==> config.mk <==
export PLATFORM = sky130hd
export DESIGN_NAME = mem_arbiter_flat
export DESIGN_NICKNAME = d
export VERILOG_FILES = /design/src/rtl/mem_arb_pkg.sv /design/src/rtl/mem_arbiter_if.sv /design/src/rtl/mem_arb_req_buf.sv /design/src/rtl/mem_arbiter.sv /design/src/flat_wrapper.sv
export SDC_FILE = /design/constraint.sdc
export NUM_CORES = 1
export LEC_CHECK = 0
export CELL_PAD_IN_SITES_DETAIL_PLACEMENT = 1
export CELL_PAD_IN_SITES_GLOBAL_PLACEMENT = 2
export CORE_ASPECT_RATIO = 1.2
export CORE_UTILIZATION = 35
export DETAILED_ROUTE_END_ITERATION = 6
export PLACE_DENSITY_LB_ADDON = 0.1
export RECOVER_POWER = 50
export SYNTH_ARGS = -nofsm -noshare
export SYNTH_HDL_FRONTEND = slang
export SYNTH_SLANG_ARGS = --single-unit
==> constraint.sdc <==
create_clock -name clk -period 4 [get_ports clk]
set_input_delay 0.6 -clock clk [delete_from_list [all_inputs] [get_ports clk]]
set_output_delay 0.6 -clock clk [all_outputs]
set_load 0.01 [all_outputs]
==> src/rtl/mem_arb_pkg.sv <==
// Shared types for the two-port memory arbiter: FSM states, request kinds
// and the tie-break rule used when both ports are pending.
package mem_arb_pkg;

  typedef enum logic [1:0] {
    IDLE      = 2'd0,
    READ      = 2'd1,
    READ_WAIT = 2'd2,
    WRITE     = 2'd3
  } arb_state_t;

  typedef enum logic {
    KIND_READ  = 1'b0,
    KIND_WRITE = 1'b1
  } req_kind_t;

  localparam int NUM_PORTS = 2;

  // Port to serve next; on a tie round-robin hands it to whoever did not go last.
  function automatic logic pick_port(input logic pend0,
                                     input logic pend1,
                                     input logic last_grant,
                                     input logic prio_fixed);
    logic sel;
    if (pend0 && pend1) begin
      sel = prio_fixed ? 1'b0 : ~last_grant;
    end else begin
      sel = pend1 && !pend0;
    end
    return sel;
  endfunction

endpackage

==> src/rtl/mem_arbiter_if.sv <==
// Strobe-style requester bus: one-cycle rstrb / nonzero wmask strobes,
// read data held by the slave, busy flags per access kind.
interface mem_arbiter_if #(
  parameter int XLEN = 32
);
  logic [XLEN-1:0] addr;
  logic            rstrb;
  logic [3:0]      wmask;
  logic [XLEN-1:0] wdata;
  logic [XLEN-1:0] rdata;
  logic            rbusy;
  logic            wbusy;

  modport master (
    output addr, rstrb, wmask, wdata,
    input  rdata, rbusy, wbusy
  );

  modport slave (
    input  addr, rstrb, wmask, wdata,
    output rdata, rbusy, wbusy
  );
endinterface

==> src/rtl/mem_arb_req_buf.sv <==
// One-deep request buffer for a single port: captures a strobe while idle,
// holds it with the matching busy flag until the arbiter clears it.
module mem_arb_req_buf
  import mem_arb_pkg::*;
#(
  parameter int XLEN = 32
) (
  input  logic            clk,
  input  logic            resetn,
  input  logic            rstrb,
  input  logic [3:0]      wmask,
  input  logic [XLEN-1:0] addr,
  input  logic [XLEN-1:0] wdata,
  input  logic            clear,
  output logic            pending,
  output req_kind_t       kind,
  output logic [XLEN-1:0] req_addr,
  output logic [XLEN-1:0] req_wdata,
  output logic [3:0]      req_wmask,
  output logic            rbusy,
  output logic            wbusy
);

  logic is_wr;
  logic accept;

  // A write strobe takes precedence over a simultaneous read strobe.
  assign is_wr   = |wmask;
  assign accept  = !rbusy && !wbusy && (rstrb || is_wr);
  assign pending = rbusy | wbusy;

  always_ff @(posedge clk or negedge resetn) begin
    if (!resetn) begin
      rbusy     <= 1'b0;
      wbusy     <= 1'b0;
      kind      <= KIND_READ;
      req_addr  <= '0;
      req_wdata <= '0;
      req_wmask <= '0;
    end else if (accept) begin
      rbusy     <= !is_wr;
      wbusy     <= is_wr;
      kind      <= is_wr ? KIND_WRITE : KIND_READ;
      req_addr  <= addr;
      req_wdata <= wdata;
      req_wmask <= wmask;
    end else if (clear) begin
      rbusy <= 1'b0;
      wbusy <= 1'b0;
    end
  end

endmodule

==> src/rtl/mem_arbiter.sv <==
// Two-port arbiter in front of a single-port memory with one-cycle read latency.
// state     | meaning
// IDLE      | pick a pending port, launch its access
// READ      | mem_rstrb asserted for the granted port
// READ_WAIT | memory returns data; latch into the port's rdata, release port
// WRITE     | mem_wmask asserted for one cycle; release port
module mem_arbiter
  import mem_arb_pkg::*;
#(
  parameter int XLEN       = 32,
  parameter int PRIO_FIXED = 0
) (
  input  logic            clk,
  input  logic            resetn,
  mem_arbiter_if.slave    p0,
  mem_arbiter_if.slave    p1,
  output logic [XLEN-1:0] mem_addr,
  output logic            mem_rstrb,
  output logic [3:0]      mem_wmask,
  output logic [XLEN-1:0] mem_wdata,
  input  logic [XLEN-1:0] mem_rdata
);

  arb_state_t      state;
  logic            grant;
  logic            last_grant;
  logic            nxt_grant;
  logic            done;
  logic [1:0]      pend;
  logic [1:0]      clr;
  logic [1:0]      b_rbusy;
  logic [1:0]      b_wbusy;
  req_kind_t       b_kind  [NUM_PORTS];
  logic [XLEN-1:0] b_addr  [NUM_PORTS];
  logic [XLEN-1:0] b_wdata [NUM_PORTS];
  logic [3:0]      b_wmask [NUM_PORTS];
  logic [XLEN-1:0] rdata_q [NUM_PORTS];

  mem_arb_req_buf #(.XLEN(XLEN)) u_buf0 (
    .clk       (clk),
    .resetn    (resetn),
    .rstrb     (p0.rstrb),
    .wmask     (p0.wmask),
    .addr      (p0.addr),
    .wdata     (p0.wdata),
    .clear     (clr[0]),
    .pending   (pend[0]),
    .kind      (b_kind[0]),
    .req_addr  (b_addr[0]),
    .req_wdata (b_wdata[0]),
    .req_wmask (b_wmask[0]),
    .rbusy     (b_rbusy[0]),
    .wbusy     (b_wbusy[0])
  );

  mem_arb_req_buf #(.XLEN(XLEN)) u_buf1 (
    .clk       (clk),
    .resetn    (resetn),
    .rstrb     (p1.rstrb),
    .wmask     (p1.wmask),
    .addr      (p1.addr),
    .wdata     (p1.wdata),
    .clear     (clr[1]),
    .pending   (pend[1]),
    .kind      (b_kind[1]),
    .req_addr  (b_addr[1]),
    .req_wdata (b_wdata[1]),
    .req_wmask (b_wmask[1]),
    .rbusy     (b_rbusy[1]),
    .wbusy     (b_wbusy[1])
  );

  assign nxt_grant = pick_port(pend[0], pend[1], last_grant, PRIO_FIXED != 0);
  assign done      = (state == READ_WAIT) || (state == WRITE);
  assign clr[0]    = done && !grant;
  assign clr[1]    = done && grant;

  assign p0.rdata = rdata_q[0];
  assign p0.rbusy = b_rbusy[0];
  assign p0.wbusy = b_wbusy[0];
  assign p1.rdata = rdata_q[1];
  assign p1.rbusy = b_rbusy[1];
  assign p1.wbusy = b_wbusy[1];

  // Memory strobes are registered on the IDLE exit so they line up with READ/WRITE.
  always_ff @(posedge clk or negedge resetn) begin
    if (!resetn) begin
      state      <= IDLE;
      grant      <= 1'b0;
      last_grant <= 1'b1;
      mem_addr   <= '0;
      mem_rstrb  <= 1'b0;
      mem_wmask  <= '0;
      mem_wdata  <= '0;
      rdata_q[0] <= '0;
      rdata_q[1] <= '0;
    end else begin
      case (state)
        IDLE: begin
          if (|pend) begin
            grant      <= nxt_grant;
            last_grant <= nxt_grant;
            mem_addr   <= b_addr[nxt_grant];
            if (b_kind[nxt_grant] == KIND_WRITE) begin
              mem_wmask <= b_wmask[nxt_grant];
              mem_wdata <= b_wdata[nxt_grant];
              state     <= WRITE;
            end else begin
              mem_rstrb <= 1'b1;
              state     <= READ;
            end
          end
        end
        READ: begin
          mem_rstrb <= 1'b0;
          state     <= READ_WAIT;
        end
        READ_WAIT: begin
          rdata_q[grant] <= mem_rdata;
          state          <= IDLE;
        end
        WRITE: begin
          mem_wmask <= '0;
          state     <= IDLE;
        end
        default: begin
          mem_rstrb <= 1'b0;
          mem_wmask <= '0;
          state     <= IDLE;
        end
      endcase
    end
  end

endmodule

==> src/flat_wrapper.sv <==
// flat-port wrapper written by rule: the top's interface ports become plain ports
module mem_arbiter_flat import mem_arb_pkg::*;
#(
  parameter int XLEN       = 32,
  parameter int PRIO_FIXED = 0
)
  (clk, resetn, mem_addr, mem_rstrb, mem_wmask, mem_wdata, mem_rdata, p0_addr, p0_rstrb, p0_wmask, p0_wdata, p0_rdata, p0_rbusy, p0_wbusy, p1_addr, p1_rstrb, p1_wmask, p1_wdata, p1_rdata, p1_rbusy, p1_wbusy);
  mem_arbiter_if #(.XLEN(XLEN)) p0_i ();
  mem_arbiter_if #(.XLEN(XLEN)) p1_i ();
  input  logic clk;
  input  logic resetn;
  output logic [XLEN-1:0] mem_addr;
  output logic mem_rstrb;
  output logic [3:0] mem_wmask;
  output logic [XLEN-1:0] mem_wdata;
  input  logic [XLEN-1:0] mem_rdata;
  input wire logic [$bits(p0_i.addr)-1:0] p0_addr;
  input wire logic [$bits(p0_i.rstrb)-1:0] p0_rstrb;
  input wire logic [$bits(p0_i.wmask)-1:0] p0_wmask;
  input wire logic [$bits(p0_i.wdata)-1:0] p0_wdata;
  output wire logic [$bits(p0_i.rdata)-1:0] p0_rdata;
  output wire logic [$bits(p0_i.rbusy)-1:0] p0_rbusy;
  output wire logic [$bits(p0_i.wbusy)-1:0] p0_wbusy;
  input wire logic [$bits(p1_i.addr)-1:0] p1_addr;
  input wire logic [$bits(p1_i.rstrb)-1:0] p1_rstrb;
  input wire logic [$bits(p1_i.wmask)-1:0] p1_wmask;
  input wire logic [$bits(p1_i.wdata)-1:0] p1_wdata;
  output wire logic [$bits(p1_i.rdata)-1:0] p1_rdata;
  output wire logic [$bits(p1_i.rbusy)-1:0] p1_rbusy;
  output wire logic [$bits(p1_i.wbusy)-1:0] p1_wbusy;
  assign p0_i.addr = p0_addr;
  assign p0_i.rstrb = p0_rstrb;
  assign p0_i.wmask = p0_wmask;
  assign p0_i.wdata = p0_wdata;
  assign p0_rdata = p0_i.rdata;
  assign p0_rbusy = p0_i.rbusy;
  assign p0_wbusy = p0_i.wbusy;
  assign p1_i.addr = p1_addr;
  assign p1_i.rstrb = p1_rstrb;
  assign p1_i.wmask = p1_wmask;
  assign p1_i.wdata = p1_wdata;
  assign p1_rdata = p1_i.rdata;
  assign p1_rbusy = p1_i.rbusy;
  assign p1_wbusy = p1_i.wbusy;
  mem_arbiter #(.XLEN(XLEN), .PRIO_FIXED(PRIO_FIXED)) u_core (.clk(clk), .resetn(resetn), .p0(p0_i), .p1(p1_i), .mem_addr(mem_addr), .mem_rstrb(mem_rstrb), .mem_wmask(mem_wmask), .mem_wdata(mem_wdata), .mem_rdata(mem_rdata));
endmodule
==> After elaboration in Yosys (flattened, before gate mapping) <==
Cells that the tools add are included.
{ "op_classes": {"add_sub_neg": 0, "multipliers": 0, "div_mod_pow": 0, "magnitude_cmp": 3, "n_eq_ne": 6, "shifts": 0, "n_mux": 33, "n_bitwise": 5, "reduce_logical": 33} }
{ "op_table": {"columns": ["op", "count"], "rows": [
  ["32-bit 2-to-1 mux", 7],
  ["64-bit bitwise mux", 1],
  ["32-bit demux with 1-bit select", 1],
  ["4-bit 2-to-1 mux", 5],
  ["1-bit 2-to-1 mux", 14],
  ["1-bit logical AND", 9],
  ["3-bit AND reduction", 3],
  ["1-bit zero test", 8],
  ["4-bit case mux with 2 select lines", 1],
  ["2-bit nonzero test", 4],
  ["4-bit OR reduction", 2],
  ["2-bit case mux with 3 select lines", 1],
  ["2-bit == test (second input constant)", 2],
  ["2-bit greater-or-equal comparator (second input constant)", 2],
  ["2-bit 2-to-1 mux", 2],
  ["2-bit by 1-bit inequality test with 1-bit output (second input constant)", 2],
  ["1-bit NOT with 2-bit output", 2],
  ["2-bit OR reduction", 2],
  ["1-bit logical OR", 3],
  ["2-bit by 1-bit == test with 1-bit output (second input constant)", 1],
  ["2-bit zero test", 1],
  ["2-bit by 1-bit less-than comparator with 1-bit output (second input constant)", 1],
  ["2-bit inequality test (second input constant)", 1],
  ["1-bit OR", 2],
  ["3 further kinds", 3]
]} }
{ "totals": {"ff_bits": 279, "latch_bits": 0, "ramBits": 0, "romBits": 0, "in_bits": 172, "out_inout_bits": 137, "word_cells": 101, "mem_count": 0} }

==> Depth between registers and ports, before layout <==
{ "logic_depth": {"ltp_word": 11, "mapped_depth": 7, "depth_no_buf": 5} }

==> Hierarchy <==
Synthesis repeated with hierarchy kept, for this count alone.
{ "hier_totals": {"hier_cells": 772, "area_unflattened_um2": 11202.0} }
{ "by_module_without_submodules": {"columns": ["module", "instances", "cells_per_inst", "area_per_inst_um2"], "rows": [
  ["mem_arbiter", 1, 460, 5874.4],
  ["mem_arb_req_buf", 2, 156, 2663.8]
]} }

==> Least setup slack after synthesis <==
OpenSTA, ideal clock, no wires.
{ "synth_timing": {"kind": "input -> register", "from": "input p0_wmask[1]", "to": "register u_core.u_buf0.req_addr[11]", "setup_ns": 0.127, "t_arrival_ns": 1.782, "t_required_ns": 3.873, "slack_ns": 2.091, "path_stages": 6, "path_buffers": 2, "path_cell_list": "nor4_2 > inv_2 > o21ai_2 > buf_4 > buf_6 > mux2_1"} }
{ "synth_via": {"elab_chain_cells": 3} }
{ "synth_rtl": {"columns": ["item", "line_no", "source"], "rows": [
  ["from (decl)", "flat_wrapper.sv:19", "input wire logic [$bits(p0_i.wmask)-1:0] p0_wmask;"],
  ["4-bit OR reduction", "mem_arb_req_buf.sv:28", "assign is_wr = |wmask;"],
  ["1-bit logical OR", "mem_arb_req_buf.sv:29", "assign accept = !rbusy && !wbusy && (rstrb || is_wr);"],
  ["1-bit logical AND", "mem_arb_req_buf.sv:29", null],
  ["to (signal assigned)", "mem_arb_req_buf.sv:44", "req_addr <= addr;"],
  ["to (decl)", "mem_arb_req_buf.sv:17", "output logic [XLEN-1:0] req_addr,"]
]} }
No other way between the ends.
A chain may end at the register's enable or synchronous reset.

==> Worst setup path in the final report <==
{ "layout_timing": {"from": "register u_core.state[0]", "to": "register u_core.rdata_q, in the netlist u_core.p1.rdata[20]"} }
{ "layout_via": {"elab_chain_cells": 1} }
{ "layout_rtl": {"columns": ["item", "line_no", "source"], "rows": [
  ["from (decl)", "mem_arbiter.sv:24", "arb_state_t state;"],
  ["from (signal assigned)", "mem_arbiter.sv:88", "state <= IDLE;"],
  ["from (signal assigned)", "mem_arbiter.sv:107", "state <= WRITE;"],
  ["from (signal assigned)", "mem_arbiter.sv:110", "state <= READ;"],
  ["2-bit == test", "mem_arbiter.sv:98", "case (state)"],
  ["to (signal, indexed assignment)", "mem_arbiter.sv:119", "rdata_q[grant] <= mem_rdata;"],
  ["to (decl)", "mem_arbiter.sv:37", "logic [XLEN-1:0] rdata_q [NUM_PORTS];"]
]} }
No other way between the ends.

==> run summary <==
FINISH
-------------------------------------------------------------------------------------
Most frequent cells in the layout                                        sky130_fd_sc_hd__clkdlybuf4s50_1, sky130_fd_sc_hd__dfrtp_1, sky130_fd_sc_hd__mux2_2
Most common cell after layout, fill and taps aside                       sky130_fd_sc_hd__clkdlybuf4s50_1
Layout cells sized above 1                                                      0.247
Synth-to-layout area growth                                                     38.6%
Number of cells in the finished layout apart from fillers                        1527
Post-route core utilization                                                     0.494
Final non-filler cell area                                                  16000 µm²
Fin nets                                                                         1274
# fillers                                                                        3231

ROUTING
-------------------------------------------------------------------------------------
Detailed-route wire length                                                   30100 µm
Routed Antenna Nets                                                                 0
Via count normalized by instance count                                           4.88
Number of optimization iterations in the first detailed-route pass                  4
Starting DRT DRC Count                                                            275
Via count                                                                        7453
Remaining DRCs                                                                      0
Wire length per cell                                                          19.7 µm

CRITICAL PATH
-------------------------------------------------------------------------------------
Worst Path Arrival                                                            3.17 ns
Required time of the critical path                                            4.37 ns
Crit-path max FO                                                                   32
Crit Path Class                                                          register to register
Nature of the critical path startpoint                                       register
CP Capture Type                                                              register

HOLD PATH
-------------------------------------------------------------------------------------
Tightest Hold Check Type                                                 register to register

PLACEMENT
-------------------------------------------------------------------------------------
DP Cell Count                                                                    1469
Placed Area                                                                 14900 µm²
Placer congestion estimate                                                      0.753
Estimated wirelength of the detail-placed design                             20300 µm
# port buffers                                                                    308

YOSYS
-------------------------------------------------------------------------------------
Most used flip-flop cell after synthesis                                 sky130_fd_sc_hd__dfrtp_1
Post-synth EDFFs                                                                    0
Unique masters post-synth                                                          42
Syn avg cell area                                                            14.6 µm²
Largest area contributor in the synthesized netlist                      sky130_fd_sc_hd__dfrtp_1
Seq/Total Area, Yosys                                                           0.606
Cell Area, Synth                                                            11500 µm²
Synthesis-stage register bit count                                                279
Synth warnings                                                                      0
Number of nets produced by synthesis                                              965
Share of Yosys cell area claimed by the top area cell type                      0.603
Synth top area cells                                                     sky130_fd_sc_hd__dfrtp_1, sky130_fd_sc_hd__mux2_2, sky130_fd_sc_hd__mux2i_1, sky130_fd_sc_hd__o21ai_0, sky130_fd_sc_hd__mux2_4
Number of cells produced by synthesis                                             789
Proportion of synthesized flip-flops having asynchronous set or reset            1.00

TIMING
-------------------------------------------------------------------------------------
Fin. Hold Viols                                                                     0
Unrepaired setup endpoints after global routing                                    no
Period utilisation layout                                                       0.701
Fmax                                                                        0.357 GHz
Largest clock skew in the final design                                     0.00873 ns
Final count of pins violating max slew                                            155
Worst max-slew margin expressed relative to the limit                          -0.568
Tightest hold margin                                                         0.473 ns
Number of endpoints failing setup at the final stage                                0
Crit path time final                                                          2.80 ns
Setup_tns                                                                        0 ns
Worst-margin pin slew                                                         2.35 ns

DIE
-------------------------------------------------------------------------------------
Core Region                                                                 32300 µm²
Starting Density                                                                0.357
Die Ht                                                                         201 µm
Horizontal die dimension                                                       168 µm
Placement Rows                                                                     72
Die area                                                                    33700 µm²
Top-Level Pins                                                                    309

CTS
-------------------------------------------------------------------------------------
Buffers from clock root to sink, at most                                            3
Num CTS Buffers                                                                    34
Number of buffers added for setup after CTS                                         0
Library cell used as clock root buffer                                   sky130_fd_sc_hd__clkbuf_16
Clock tree from TritonCTS                                                         yes
Hold bufs inserted after CTS                                                        0
Clock Latency Late Sink                                                       0.49 ns
Clock-pin slew of the registers on the worst-case setup and hold paths        0.06 ns
Clock sinks                                                                       279
H-tree depth reported by CTS                                                        2
Post-CTS resize count                                                               0

GLOBAL ROUTING
-------------------------------------------------------------------------------------
Number of global-route vias before repair                                        8354
Total congestion overflow after global routing                                      0
Global-route wire length before repair                                       48200 µm
Overall fraction of global-route tracks in use                                  0.184
Pin count of the biggest net entering global routing                               91
Antenna violations before repair                                                    1

POWER AND IR DROP
-------------------------------------------------------------------------------------
Max VDD drop                                                               0.000523 V
Leakage component of the power                                                6.84 nW
PwrDens                                                                    892 nW/µm²

JOB
-------------------------------------------------------------------------------------
Maximum capacitance violations                                                      3

OUTCOME
-------------------------------------------------------------------------------------
Status                                                                   finished with violations
Violated checks                                                          capacitance limit, slew limit

layer usage:
metal / GRT usage / share of wire
met3: 0.0477 / 0.058
met4: 0.0491 / 0.019
met5: 0 / 0
met1: 0.226 / 0.42
met2: 0.319 / 0.51
synthesized netlist by cell type, drive strengths merged (2+ instances only):
master	number
a21oi	2
nand2	39
a221oi	2
mux2	204
buf	37
mux2i	68
dfrtp	278
nand2b	10
ha	4
nor2	3
o21ai	107
inv	5
clkbuf	10
nor4	2
o21bai	2
a21o	5
nor3	2
worst paths after layout:
check	to	slack [ns]	startpoint	cells past startpoint
worst max-delay path	u_core.p1.rdata[20]	1.20	u_core.state[0]	5
worst min-delay path	u_core.mem_addr[28]	0.47	u_core.mem_addr[28]	2
worst max register to register	u_core.p1.rdata[20]	1.20	u_core.state[0]	5
worst min register to register	u_core.mem_addr[28]	0.47	u_core.mem_addr[28]	2
max in group asynchronous	u_core.p1.rdata[16]	1.31	resetn	2
min in group asynchronous	u_core.mem_addr[20]	0.78	resetn	1
metrics by stage:
| step | power (mW) | setup WS, ns |
|---|---|---|
| finish | 14.3 | 1.20 |
| detailed placement | 11.5 | 1.01 |
| global placement | 11.3 | 1.07 |
| floorplan | 8.96 | 2.09 |
| global route | 15.2 | 0.761 |
| CTS | 14.5 | 1.51 |
logic make-up after synthesis:
group / count (synthesis) / share of synthesized area
flops: 279 / 0.606
mux: 272 / 0.265
compound gates: 123 / 0.0659
simple gates: 59 / 0.0260
buf+inv: 52 / 0.0333
fa+ha+maj: 4 / 0.00434
report_power, final:
group	total (mW)	internal [mW]	switching, mW
registers	5.07	4.30	0.772
logic	6.19	3.39	2.80
clock network	2.99	1.86	1.13
critical path, cell delays in order (launching register included):
cell	delay [ns]
sky130_fd_sc_hd__dfrtp_1	0.37
sky130_fd_sc_hd__inv_1	0.09
sky130_fd_sc_hd__ha_1	0.24
sky130_fd_sc_hd__nand2_1	0.06
sky130_fd_sc_hd__clkbuf_1	1.43
sky130_fd_sc_hd__mux2_2	0.46
sequential cells by signal (all words and copies together) (netlist names), 2 cells and up:
register / flops
u_core.u_buf1.req_addr: 32
u_core.state: 2
u_core.u_buf1.req_wdata: 32
u_core.p0.rdata: 32
u_core.u_buf0.req_wmask: 4
u_core.mem_wdata: 32
u_core.p1.rdata: 32
u_core.u_buf0.req_wdata: 32
u_core.u_buf0.req_addr: 32
u_core.mem_wmask: 4
u_core.u_buf1.req_wmask: 4
u_core.mem_addr: 32
cell type report:
type | instances | area (µm²) | share of cell area
clock buffer | 51 | 1050 | 0.0656
timing repair buffer | 320 | 3200 | 0.200
tap | 407 | 509 | 0.0319
inverter | 5 | 18.8 | 0.00117
multi-input combinational | 458 | 4170 | 0.261
antenna | 1 | 2.50 | 0.000157
clock inverter | 6 | 55.1 | 0.00345
sequential | 279 | 6980 | 0.437
No activity file was read; power rests on OpenSTA's default activity.
